$ cat src/rtl/fetch_unit.sv
`default_nettype none
// ============================================================================
//  Module   : fetch_unit
//  Purpose  : Instruction fetch front end. Issues sequential word-aligned
//             reads to instruction memory, pairs each returning word with
//             its PC and pushes {pc, instr} into a downstream FIFO. A redirect
//             retargets fetch immediately; requests already in flight when
//             the redirect lands are tracked as stale and their data dropped.
//             A request is only issued when the FIFO is guaranteed to have a
//             slot for its response, so responses never need backpressure.
//  Ports    : clk_i / rst_i           clock, asynchronous active-high reset
//             redirect_valid_i/pc_i   branch/jump/trap retarget
//             imem_req_*              instruction memory request channel
//             imem_rsp_*              in-order response channel, no stall
//             fifo_wr_*               push into the instruction FIFO
//  Revision : 1.0  initial release
// ============================================================================
module fetch_unit #(
    parameter logic [31:0] ResetAddr = 32'h0000_0000
) (
    input  logic        clk_i,
    input  logic        rst_i,
    input  logic        redirect_valid_i,
    input  logic [31:0] redirect_pc_i,
    output logic        imem_req_valid_o,
    input  logic        imem_req_ready_i,
    output logic [31:0] imem_req_addr_o,
    input  logic        imem_rsp_valid_i,
    input  logic [31:0] imem_rsp_data_i,
    output logic        fifo_wr_valid_o,
    output logic [63:0] fifo_wr_data_o,
    input  logic        fifo_wr_ready_i,
    input  logic        fifo_wr_ready_two_i
);

    localparam logic [1:0]  C_MAX_OUTSTANDING = 2'd2;
    localparam logic [31:0] C_WORD_MASK       = 32'hFFFF_FFFC;
    localparam logic [31:0] C_WORD_BYTES      = 32'd4;

    logic [31:0] r_req_pc;
    logic [31:0] r_rsp_pc;
    logic [1:0]  r_outstanding;
    logic [1:0]  r_stale;
    // Low during reset and for the first edge after it, so no request can be
    // presented before a clock edge has been seen out of reset.
    logic        r_running;

    logic [1:0]  w_fresh;
    logic        w_credit;
    logic        w_accept;
    logic        w_rsp;
    logic        w_push;
    logic [31:0] w_redirect_pc;

    assign w_redirect_pc = redirect_pc_i & C_WORD_MASK;

    // Fresh requests each own a FIFO slot: with one fresh response still to
    // come, a new request needs two free slots, otherwise one.
    assign w_fresh  = r_outstanding - r_stale;
    assign w_credit = (w_fresh == 2'd0) ? fifo_wr_ready_i : fifo_wr_ready_two_i;

    assign imem_req_valid_o = r_running && !redirect_valid_i
                              && (r_outstanding < C_MAX_OUTSTANDING) && w_credit;
    assign imem_req_addr_o  = r_req_pc;
    assign w_accept         = imem_req_valid_o && imem_req_ready_i;

    assign w_rsp            = r_running && imem_rsp_valid_i;
    assign w_push           = w_rsp && (r_stale == 2'd0) && !redirect_valid_i;
    assign fifo_wr_valid_o  = w_push;
    assign fifo_wr_data_o   = {r_rsp_pc, imem_rsp_data_i};

    always_ff @(posedge clk_i or posedge rst_i) begin
        if (rst_i) begin
            r_req_pc      <= ResetAddr;
            r_rsp_pc      <= ResetAddr;
            r_outstanding <= 2'd0;
            r_stale       <= 2'd0;
            r_running     <= 1'b0;
        end else begin
            r_running     <= 1'b1;
            r_outstanding <= r_outstanding + {1'b0, w_accept} - {1'b0, w_rsp};

            if (redirect_valid_i) begin
                r_req_pc <= w_redirect_pc;
                r_rsp_pc <= w_redirect_pc;
                // Everything still in flight after this cycle is obsolete; a
                // response landing now is consumed (and dropped) this cycle.
                r_stale  <= r_outstanding - {1'b0, w_rsp};
            end else begin
                if (w_accept) begin
                    r_req_pc <= r_req_pc + C_WORD_BYTES;
                end
                if (w_push) begin
                    r_rsp_pc <= r_rsp_pc + C_WORD_BYTES;
                end
                if (w_rsp && (r_stale != 2'd0)) begin
                    r_stale <= r_stale - 2'd1;
                end
            end
        end
    end

    // The credit rule above must make a push into a full FIFO impossible.
    a_no_push_when_full: assert property (@(posedge clk_i) disable iff (rst_i)
        fifo_wr_valid_o |-> fifo_wr_ready_i);

    a_outstanding_bound: assert property (@(posedge clk_i) disable iff (rst_i)
        (r_outstanding <= C_MAX_OUTSTANDING) && (r_stale <= r_outstanding));

endmodule
`default_nettype wire

$ cat config.mk
export PLATFORM = sky130hd
export DESIGN_NAME = fetch_unit
export DESIGN_NICKNAME = d
export VERILOG_FILES = /design/src/rtl/fetch_unit.sv
export SDC_FILE = /design/constraint.sdc
export NUM_CORES = 1
export LEC_CHECK = 0
export CAP_MARGIN = 20
export CORE_UTILIZATION = 43
export DETAILED_ROUTE_END_ITERATION = 8
export PLACE_DENSITY = 0.81
export SYNTH_ARGS = -nofsm -noshare
export SYNTH_HDL_FRONTEND = slang
export SYNTH_SLANG_ARGS = --single-unit
$ cat constraint.sdc
create_clock -name clk_i -period 3 [get_ports clk_i]
set_clock_uncertainty 0.05 [all_clocks]
set_input_delay 0.6 -clock clk_i [delete_from_list [all_inputs] [get_ports clk_i]]
set_output_delay 0.6 -clock clk_i [all_outputs]
set_load 0.02 [all_outputs]
==> results.toml <==
[global_routing]
globalRouteOverflowTotal = 0
grt_pass1_vias = 3665
grt_max_degree = 54
grtUsageTotal = 0.241
grt_pass1_wl_um = 18500
antenna_found_initial = 0

[sta]
slew_viol_final = 0
fin_tns_setup_ns = 0
finalSetupViolCount = 0
worstMarginPinSlew_ns = 0.586
period_share = 0.937
clock.fmax_mhz = 356
fin_crit_ns = 2.81
rsz0062_at_grt = "false"
final.setup.worst_slack_ns = 0.189
relSlewSlack = 0.606
hold_violations = 0

[worst_setup_path]
reg2reg_from = "imem_req_addr_o[2]$_DFFE_PP0P_"
path_cells = "xor2_1 -> o21ai_0 -> a21oi_1 -> clkdlybuf4s50_1"
start_kind = "flop"
cp-end-kind = "primary output"
r2r_slack_ns = 0.37
worstReg2RegEnd = "imem_req_addr_o[28]$_DFFE_PP0P_"
cp_slowest_cell = "clkdlybuf4s50_1"
worstPathRequired_ns = 2.35
worst_r2r_path_depth = 6
max_stage_delay_ns = 0.63
crit_arrival_ns = 2.16
path_class = "reg -> out"
critPathMaxFanout = 6

[floorplanning]
die-width_um = 98.9
die_h_um = 98.9
initial_utilization = 0.442
rows = 35
pin_count = 169
die_area_sq_um = 9790
core-area_sq_um = 9150

[yosys]
synth_area_sq_um = 4040
avgSynthCellArea_sq_um = 8.69
muxShareOfSynthArea = 0.00805
ys_async_sr_fraction = 1.00
synth_top_family_by_area = "simple AND/OR/NAND/NOR gates"
netlist_top_cells_area = "dfrtp_1, buf_4, o21ai_0"
ys_warn_count = 0
synthCells = 465
synth_top_cell_area_share = 0.402
synth_xor_area_frac = 0.0759
synth-edff-count = 0
synth_compound_area_frac = 0.163
ys_ff_latch = 65
yosysTopAreaCell = "dfrtp_1"
synth_fa_ha_area_frac = 0.0186
synth_cell_types = 43
synth_ff_type = "dfrtp_1"
synth-seq-area-share = 0.402
synth-simple-area-share = 0.226

[place]
place_congestion = 0.831
pre_cts_slack_ns = 0.226
portBuffers = 98
hpwlAfterDp_um = 8330

[clock_network]
cts_resized = 0
cts_tree = "built"
post_cts_buffers = 0
cts-root-buf = "clkbuf_8"
htree_num_levels = 3
cts_buffers = 9
path_clk_slew_ns = 0.07
cts_hold_buf = 0
cts_buffer_depth = 2
clock_latency_ns = 0.34
clkSinkCount = 65

[outcome]
outcome = "finished, final reports clean"

[hold_path]
hold_start = "r_outstanding[0]$_DFF_PP0_"
hp-class = "reg -> reg"
hold_path_depth = 1
hold_end = "r_outstanding[0]$_DFF_PP0_"

[detailed_routing]
drt_iter0_drc = 199
drc = 0
firstDrtPassIters = 4
vias_per_cell = 5.84
vias = 3810
avgRoutedWirePerCell_um = 17.2
wirelength_um = 11200
ant_nets = 0

[power]
power_leakage_nw = 2.09
p_per_area_nw_per_um2 = 552
peakVddDrop_v = 0.000245

[finish]
drive_above_1_share = 0.0684
finish.utilization = 0.564
antenna_cells = 0
nets = 613
syn2layout_area_growth_pct = 27.6

[flow_run]
drv_cap = 0
-- metal layers --
layer / GRT usage / share of wire / vias to the layer above
met4: 0.0953 / 0.018 / 0
met3: 0.0362 / 0.056 / 20
met2: 0.384 / 0.48 / 164
met1: 0.331 / 0.44 / 1839
met5: 0 / 0 / -
li1: - / - / 1787
-- worst max path at each step --
stage,start,to,slack (ns)
after floorplan,redirect_valid_i,r_outstanding[1]$_DFF_PP0_,0.09
after global placement,imem_rsp_valid_i,fifo_wr_valid_o,0.24
after detailed placement,imem_rsp_valid_i,fifo_wr_valid_o,0.23
after CTS,r_outstanding[1]$_DFF_PP0_,imem_req_valid_o,0.20
after global routing,r_outstanding[1]$_DFF_PP0_,imem_req_valid_o,0.10
final,r_outstanding[1]$_DFF_PP0_,imem_req_valid_o,0.19
-- logic make-up after synthesis --
| kind of cell | count (synthesis) |
|---|---|
| flops | 65 |
| fa+ha+maj | 6 |
| other cells | 2 |
| buf+inv | 72 |
| mux | 3 |
| compound gates | 105 |
| simple gates | 177 |
| xor+xnor | 35 |
-- layout by cell type, fill, tap and decap left out, types with 6 or more instances in the layout --
| cell | instances |
|---|---|
| a21o_1 | 12 |
| a21oi_1 | 11 |
| and3_1 | 9 |
| buf_4 | 10 |
| clkbuf_8 | 9 |
| clkdlybuf4s50_1 | 97 |
| dfrtp_1 | 65 |
| ha_1 | 6 |
| inv_1 | 17 |
| nand2_1 | 57 |
| nand3_1 | 27 |
| nand4_1 | 26 |
| nor2_1 | 16 |
| nor3_1 | 10 |
| o211ai_1 | 7 |
| o21ai_0 | 52 |
| or4_1 | 9 |
| xnor2_1 | 10 |
| xor2_1 | 25 |
-- cells in the mapped netlist (2+ instances only) --
library cell / instances
dfrtp_1: 65
nand2_1: 57
o21ai_0: 52
buf_4: 36
nand3_1: 27
nand4_1: 26
xor2_1: 25
inv_1: 18
nor2_1: 16
clkbuf_1: 14
a21o_1: 12
a21oi_1: 11
nor3_1: 10
xnor2_1: 10
and3_1: 9
or4_1: 9
o211ai_1: 7
ha_1: 6
nor4_1: 6
o31a_1: 5
and4_1: 4
o311ai_0: 4
o31ai_1: 4
o41ai_1: 4
a221o_1: 3
or3_1: 3
and2_1: 2
buf_6: 2
conb_1: 2
mux2_2: 2
nor3b_1: 2
-- power by group --
group	internal, W	total [W]	switching (W)
sequential	0.000997	0.00118	0.000182
combinational	0.000384	0.000842	0.000458
clock	0.000468	0.000826	0.000358
total	0.00185	0.00285	0.000998
-- metrics by stage --
step	area [sq um]	instances	total power (W)	hold WS, ns
2_1_floorplan	4050	468	0.00170	0.469
3_3_place_gp	4940	636	0.00199	0.486
3_5_place_dp	4940	636	0.00202	0.506
4_1_cts	5160	652	0.00285	0.523
5_1_grt	5160	652	0.00300	0.538
6_report	5160	652	0.00285	0.523
-- area by class of cell --
type | instances | area (sq um)
fill | 790 | 4000
inverter | 19 | 71.3
sequential | 65 | 1630
clock inverter | 7 | 95.1
multi-input combinational | 331 | 2010
tap | 111 | 139
timing repair buffer | 110 | 1090
clock buffer | 9 | 124
-- critical path: cells and delay by family, from the launching register on --
kind / cells / cell delay (ns)
DFF: 1 / 0.47
buffers and inverters: 1 / 0.63
AOI/OAI and AO/OA: 2 / 0.33
xor gates and xnor gates: 1 / 0.40
-- flip-flops by register name, summed over array words and instances (netlist names) --
signal / flops
r_outstanding: 2
r_stale: 2
r_rsp_pc: 30
r_running: 1
imem_req_addr_o: 30
(Power assumes the default switching activity.)
